### config.mk
export PLATFORM = sky130hd
export DESIGN_NAME = seq_mult_arbiter
export DESIGN_NICKNAME = d
export VERILOG_FILES = /design/src/rtl/seq_mult_arbiter.sv
export SDC_FILE = /design/constraint.sdc
export NUM_CORES = 1
export LEC_CHECK = 0
export CAP_MARGIN = 0
export CORE_MARGIN = 2
export CORE_UTILIZATION = 44
export DETAILED_ROUTE_END_ITERATION = 10
export GPL_ROUTABILITY_DRIVEN = 1
export PLACE_DENSITY = 0.85
export SYNTH_ARGS = -nofsm -noshare
export SYNTH_HDL_FRONTEND = slang
export SYNTH_SLANG_ARGS = --single-unit
### constraint.sdc
create_clock -name clk -period 6.4 [get_ports clk]
set_clock_uncertainty 0.2 [all_clocks]
set_input_delay 1.28 -clock clk [delete_from_list [all_inputs] [get_ports clk]]
set_output_delay 1.28 -clock clk [all_outputs]
set_load 0.02 [all_outputs]
### src/rtl/seq_mult_arbiter.sv
// seq_mult_arbiter: shares one sequential multiplier between NUM_REQ requesters.
// Round-robin arbitration picks one request. The block then sequences the
// multiplier through load/run and returns the tagged product on a valid/ready
// response channel.
//
// Ports:
//   clk, reset      - clock, synchronous active-low reset
//   req_valid/ready - per-requester handshake (ready is one-hot or zero)
//   req_a, req_b    - flattened operands, requester i at [i*BIT_LEN +: BIT_LEN]
//   resp_valid/ready, resp_id, resp_product - response channel
//   busy            - high whenever not idle
//   mul_load, mul_enable, mul_factor1/2 - multiplier controls and operands
//   mul_product     - multiplier result
module seq_mult_arbiter #(
    parameter int unsigned BIT_LEN     = 4,
    parameter int unsigned NUM_REQ     = 4,
    parameter int unsigned MUL_LATENCY = BIT_LEN,
    parameter int unsigned ID_W        = $clog2(NUM_REQ)
) (
    input  logic                       clk,
    input  logic                       reset,
    input  logic [NUM_REQ-1:0]         req_valid,
    output logic [NUM_REQ-1:0]         req_ready,
    input  logic [NUM_REQ*BIT_LEN-1:0] req_a,
    input  logic [NUM_REQ*BIT_LEN-1:0] req_b,
    output logic                       resp_valid,
    input  logic                       resp_ready,
    output logic [ID_W-1:0]            resp_id,
    output logic [2*BIT_LEN-1:0]       resp_product,
    output logic                       busy,
    output logic                       mul_load,
    output logic                       mul_enable,
    output logic [BIT_LEN-1:0]         mul_factor1,
    output logic [BIT_LEN-1:0]         mul_factor2,
    input  logic [2*BIT_LEN-1:0]       mul_product
);

    localparam int unsigned PROD_W = 2 * BIT_LEN;
    localparam int unsigned CNT_W  = $clog2(MUL_LATENCY + 1);

    localparam logic [1:0] S_IDLE = 2'd0;
    localparam logic [1:0] S_LOAD = 2'd1;
    localparam logic [1:0] S_RUN  = 2'd2;
    localparam logic [1:0] S_DONE = 2'd3;

    logic [1:0]         state_q, state_next;
    logic [CNT_W-1:0]   cnt_q, cnt_next;
    logic [BIT_LEN-1:0] op_a_q, op_a_next;
    logic [BIT_LEN-1:0] op_b_q, op_b_next;
    logic [ID_W-1:0]    id_q, id_next;
    logic [ID_W-1:0]    last_q, last_next;
    logic [PROD_W-1:0]  prod_q, prod_next;

    logic               mul_load_q, mul_enable_q, resp_valid_q, busy_q;

    logic [ID_W-1:0]    grant;
    logic               grant_vld;

    // Round-robin search starting just above the last served requester.
    // Walking k downwards lets the closest candidate overwrite farther ones.
    always_comb begin
        int unsigned idx;
        grant     = '0;
        grant_vld = 1'b0;
        idx       = 0;
        for (int unsigned k = NUM_REQ; k >= 1; k--) begin
            idx = (32'(last_q) + k) % NUM_REQ;
            if (req_valid[ID_W'(idx)]) begin
                grant     = ID_W'(idx);
                grant_vld = 1'b1;
            end
        end
    end

    // Grant is only offered in IDLE and never while reset is asserted.
    always_comb begin
        req_ready = '0;
        if (reset && (state_q == S_IDLE) && grant_vld) begin
            req_ready[grant] = 1'b1;
        end
    end

    // Next-state and datapath update logic.
    always_comb begin
        state_next = state_q;
        cnt_next   = cnt_q;
        op_a_next  = op_a_q;
        op_b_next  = op_b_q;
        id_next    = id_q;
        last_next  = last_q;
        prod_next  = prod_q;

        case (state_q)
            S_IDLE: begin
                if (grant_vld) begin
                    op_a_next  = req_a[32'(grant) * BIT_LEN +: BIT_LEN];
                    op_b_next  = req_b[32'(grant) * BIT_LEN +: BIT_LEN];
                    id_next    = grant;
                    last_next  = grant;
                    state_next = S_LOAD;
                end
            end
            S_LOAD: begin
                cnt_next   = CNT_W'(MUL_LATENCY);
                state_next = S_RUN;
            end
            S_RUN: begin
                cnt_next = cnt_q - CNT_W'(1);
                // The final enable cycle: multiplier result is settled.
                if (cnt_q == CNT_W'(1)) begin
                    prod_next  = mul_product;
                    state_next = S_DONE;
                end
            end
            S_DONE: begin
                if (resp_ready) begin
                    state_next = S_IDLE;
                end
            end
            default: begin
                state_next = S_IDLE;
            end
        endcase
    end

    // State and registered outputs; control outputs are decoded from the next state.
    always_ff @(posedge clk) begin
        if (!reset) begin
            state_q      <= S_IDLE;
            cnt_q        <= '0;
            op_a_q       <= '0;
            op_b_q       <= '0;
            id_q         <= '0;
            last_q       <= ID_W'(NUM_REQ - 1);
            prod_q       <= '0;
            mul_load_q   <= 1'b0;
            mul_enable_q <= 1'b0;
            resp_valid_q <= 1'b0;
            busy_q       <= 1'b0;
        end else begin
            state_q      <= state_next;
            cnt_q        <= cnt_next;
            op_a_q       <= op_a_next;
            op_b_q       <= op_b_next;
            id_q         <= id_next;
            last_q       <= last_next;
            prod_q       <= prod_next;
            mul_load_q   <= (state_next == S_LOAD);
            mul_enable_q <= (state_next == S_LOAD) || (state_next == S_RUN);
            resp_valid_q <= (state_next == S_DONE);
            busy_q       <= (state_next != S_IDLE);
        end
    end

    assign mul_load     = mul_load_q;
    assign mul_enable   = mul_enable_q;
    assign resp_valid   = resp_valid_q;
    assign busy         = busy_q;
    assign mul_factor1  = op_a_q;
    assign mul_factor2  = op_b_q;
    assign resp_id      = id_q;
    assign resp_product = prod_q;

endmodule

; ---- Word-level counts from Yosys, hierarchy flattened
; Index checks and enable logic that the tools add are counted.
[op_classes]
addsub = 5
order_cmp = 6
eq_ne = 7
shift = 2
muxes = 24
n_reduce_logical = 9
[op_table]
columns = op, n
row1 = variable part select 16 x 5 -> 4 bit, 2
row2 = < comparator 2 x 3 -> 1 bit (second input constant), 5
row3 = two-way mux 2 bit, 7
row4 = two-way mux 1 bit, 9
row5 = binary-select mux 1 bit (select 2 bit), 4
row6 = equality test 2 bit (second input constant), 4
row7 = case mux 2 bit (4 select lines), 1
row8 = case mux 3 bit (2 select lines), 1
row9 = adder 2 x 1 -> 2 bit (second input constant), 2
row10 = adder 2 bit (second input constant), 2
row11 = equality test 2 x 1 -> 1 bit (second input constant), 2
row12 = two-way mux 4 bit, 1
row13 = AND reduction 2 bit, 2
row14 = nonzero test 2 bit, 2
row15 = equality test 3 x 1 -> 1 bit (second input constant), 1
row16 = logical AND 1 bit, 3
row17 = subtractor 3 x 1 -> 3 bit (second input constant), 1
row18 = demux 1 bit (select 2 bit), 1
row19 = greater-or-equal comparator 2 x 1 -> 1 bit (second input constant), 1
row20 = zero test 2 bit, 1
row21 = logical OR 1 bit, 1
[totals]
reg_bits = 29
input_bits = 47

; ---- Longest topological paths before layout
[logic_depth]
ltp_word = 12
mapped_depth = 9
ltp_nobuf = 8

; ---- Worst setup path after synthesis
; No wires, ideal clock.
[synth_timing]
path_kind = in2out
start = input port req_valid[0]
end = output port req_ready[3]
arrival_ps = 2458
setup_slack_ps = 2462
stages = 5
n_path_buf = 1
cell_sequence = nand3b_1 o21a_1 and2_4 buf_6 nor3_1
[synth_via]
elab_chain_len = 11
elab_cells_between_ends = 23
classes_between = order compare (2) / mux (19) / reduce/logical (2)
[synth_lines]
columns = item, line
row1 = "start, declared", 22  ; input logic [NUM_REQ-1:0] req_valid,
row2 = binary-select mux 1 bit (select 2 bit), 68  ; if (req_valid[ID_W'(idx)]) begin
row3 = two-way mux 1 bit (implied by the code), 68
row4 = two-way mux 2 bit (4 in series), 68
row5 = < comparator 2 x 3 -> 1 bit (implied by the code) or greater-or-equal comparator 2 x 1 -> 1 bit (tied branches), 79  ; req_ready[grant] = 1'b1;
row6 = logical AND 1 bit (implied by the code), 79
row7 = two-way mux 1 bit (implied by the code), 79
row8 = demux 1 bit (select 2 bit), 79
row9 = two-way mux 4 bit *, 78  ; if (reset && (state_q == S_IDLE) && grant_vld) begin
row10 = "end, declared", 23  ; output logic [NUM_REQ-1:0] req_ready,
; Every way passes the cells marked *; elsewhere a longest branch is shown, timed or not. The select of a mux whose other input is x is not followed.

; ---- Worst setup path after layout
[layout_timing]
start = input port req_valid[0]
end = output port req_ready[0]
; The elaborated chain is that of the path after synthesis.

==> flow_summary.json <==
{
  "grt_pass1_vias": 1405,
  "finalSetupViolCount": 0,
  "synthDistinctLibCells": 35,
  "maximum_number_of_pins_on_one_net_before_global_route_repair": 20,
  "syn_area_um2": 1567,
  "clkSinkCount": 29,
  "clock_path_buffers": 2,
  "post-synth-top-area-fraction": 0.3706,
  "area_growth_syn_to_layout_pct": 52.08,
  "route.antenna.remaining_nets": 0,
  "pin_slew_with_the_least_headroom_to_its_limit_ns": 0.6905,
  "post_synth.cell_area_avg_um2": 9.215,
  "post_route_cells_drive_above_1_share": 0.05809,
  "num_vias": 1516,
  "power.static_leakage_nw": 1.015,
  "synth_edf_count": 0,
  "utilization": 0.7028,
  "ys_seq_area_frac": 0.3706,
  "num_antenna_cells": 0,
  "async_reset_ff_frac": 0,
  "cpLargestDelayFamily": "simple AND/OR/NAND/NOR gates",
  "holdCritStartpoint": "resp_id[1]$_SDFFE_PN0P_",
  "synth.cells.most_frequent": "dfxtp_1 (29), mux2i_1 (19), nor2_1 (17), ha_1 (10), o21ai_0 (10)",
  "route.final.wire_length_um": 4040,
  "dp.final_hpwl_um": 3008,
  "crit_path_start_kind": "primary input",
  "grt_first_pass_wirelength_um": 6610,
  "gp_congestion": 0.8151,
  "antenna_found_initial": 0,
  "tritoncts.num_buffers": 5,
  "syn-num-nets": 227,
  "post-synth-top-count-cell": "dfxtp_1",
  "rows": 21,
  "routedWlPerCell_um": 14.08,
  "postCtsSetupRepairBufs": 0,
  "detail_route.drc_violations": 0,
  "setup_repair_after_global_routing_missed_its_margin": "false",
  "vias_per_cell": 5.282,
  "setup.worst_path.class": "primary input to output pin",
  "ctsResizeCount": 0,
  "maxCapViolations": 0,
  "achievable-frequency_mhz": 187.6,
  "clkTransAtPathRegs_ns": 0.09,
  "yosysWarningCount": 0,
  "rr_startpoint": "state_q[0]$_SDFF_PN0_",
  "holdPathEnd": "resp_id[1]$_SDFFE_PN0P_",
  "path_cells": "clkdlybuf4s50_1 -> nor4_1 -> nor2b_1 -> and2_1 -> and3_1 -> clkdlybuf4s50_1",
  "worst_ep_arrival_time_ns": 3.85,
  "hold_depth": 2,
  "total_power_per_unit_cell_area_nw_per_um2": 300.7,
  "crit_required_ns": 4.92,
  "postSynthRegisterBits": 29,
  "grt.total_usage": 0.2085,
  "relSlewSlack": 0.5387,
  "critical-path-max-stage-delay_ns": 0.60,
  "insertion_delay_ns": 0.33,
  "synth.top_cells.by_area": "dfxtp_1 (37%), mux2i_1 (12%), ha_1 (8.0%), a211oi_1 (4.3%), nor2_1 (4.1%)",
  "ioPinCount": 73,
  "slew_viol_final": 0,
  "cpMaxStageDelayCell": "clkdlybuf4s50_1",
  "largest_area_contributor_in_the_netlist": "dfxtp_1",
  "grt-ovfl-total": 0,
  "dieWidth_um": 63.67,
  "outcome": "finished, final reports clean",
  "cts_tree": "done",
  "worstReg2RegEnd": "mul_load$_SDFF_PN0_",
  "nets": 297,
  "syn_inst": 170,
  "clock-root-buffer": "clkbuf_4",
  "yosys_most_used_dff": "dfxtp_1",
  "worst_path_most_repeated_cell": "clkdlybuf4s50_1",
  "critical_path.endpoint_type": "output pin",
  "max-vdd-ir-drop_uv": 215.4,
  "totalNegativeSetupSlack_ns": 0,
  "worstHoldPathType": "flip-flop to flip-flop",
  "port_buffer_count": 72,
  "final-hold-violation-count": 0,
  "ff2ff_path_depth": 8,
  "setup_slack_of_the_most_critical_reg_to_reg_path_ns": 3.92,
  "ctsHoldBuffers": 0,
  "worstPathBufferInverterCount": 2,
  "floorplan.die_area_um2": 4053,
  "detailedRoute.firstIterationViolations": 104,
  "min_period_over_period": 0.8331,
  "cts_htree_levels": 2,
  "core_area_um2": 3390,
  "dr.pass1.iters": 4,
  "crit_fanout": 12,
  "die-height_um": 63.67,
  "period_minus_slack_ns": 5.332,
  "initial_utilization": 0.4622
}
## sequential cells by signal (all words and copies together) (netlist names)
name,count
busy,1
mul_enable,1
mul_load,1
resp_product,8
resp_valid,1
mul_factor2,4
state_q,2
resp_id,2
last_q,2
mul_factor1,4
cnt_q,3
## logic make-up (layout without fill, tap and decap cells)
family | after synthesis | in the layout | share of synthesized area
AND/OR/NAND/NOR | 56 | 56 | 0.1917
AO/OA/AOI/OAI | 39 | 39 | 0.1845
flip-flops | 29 | 29 | 0.3706
multiplexers | 19 | 19 | 0.1214
buffers and inverters | 17 | 88 | 0.05192
adder cells (fa/ha/maj) | 10 | 10 | 0.07987
## final cells by class
class / instances / area, um2
clock buffer: 6 / 51.30
timing repair buffer: 72 / 720.7
inverter: 8 / 30.03
fill: 252 / 1007
tap: 46 / 57.56
clock inverter: 2 / 37.54
multi-input combinational: 124 / 904.6
sequential: 29 / 580.6
## cells in the final DEF, fill, tap and decap left out, drive strengths merged, types with 2 or more instances in the layout
cell type	instances
nand2b	3
a221oi	7
o21ai	10
nand2	7
a211oi	10
clkbuf	6
nand3b	3
and3	9
a21boi	2
nor2	17
dfxtp	29
inv	8
a21oi	4
and2	6
nor2b	3
nor3	2
ha	10
clkdlybuf4s50	72
mux2i	19
## worst reg2reg max path, delay by kind of cell (launching register included)
family | cells | cell delay, ns
simple gates | 2 | 0.62
fa+ha+maj | 2 | 0.50
flops | 1 | 0.39
compound gates | 1 | 0.28
buf+inv | 2 | 0.22
mux | 1 | 0.15
## metal layers
layer | wire (um) | vias to the layer above | global-route usage
met5 | 0 | - | 0
met4 | 32 | 0 | 0.05978
met3 | 285 | 4 | 0.07321
met2 | 1896 | 50 | 0.3303
met1 | 1825 | 709 | 0.2667
li1 | - | 753 | -
## where the power goes
part	total [W]	switching, W	internal (W)
Combinational	0.000315	0.000165	0.000150
Clock	0.000160	0.0000671	0.0000928
Sequential	0.000242	0.0000230	0.000219
Total	0.000716	0.000255	0.000462
## per-stage QoR
step | area [um2] | setup slack, ns | power [W] | hold WS [ns] | std cells
2_1_floorplan | 1567 | 2.462 | 0.0004398 | 0.2493 | 170
3_3_place_gp | 2293 | 1.200 | 0.0005529 | 0.2507 | 279
3_5_place_dp | 2293 | 1.126 | 0.0005592 | 0.2634 | 279
4_1_cts | 2382 | 1.115 | 0.0007205 | 0.2764 | 287
5_1_grt | 2382 | 0.9385 | 0.0007636 | 0.3102 | 287
6_report | 2382 | 1.068 | 0.0007165 | 0.2724 | 287
## worst max-delay path by stage
stage | startpoint | end | slack, ns | cells past startpoint
6_report | req_valid[0] | req_ready[0] | 1.07 | 6
5_1_grt | req_valid[0] | req_ready[1] | 0.94 | 6
4_1_cts | req_valid[0] | req_ready[1] | 1.12 | 6
3_5_place_dp | req_valid[0] | req_ready[1] | 1.13 | 6
3_3_place_gp | req_valid[0] | req_ready[1] | 1.20 | 6
2_1_floorplan | req_valid[0] | req_ready[3] | 2.46 | 5
Note: power is estimated with default switching activity, not from simulation.
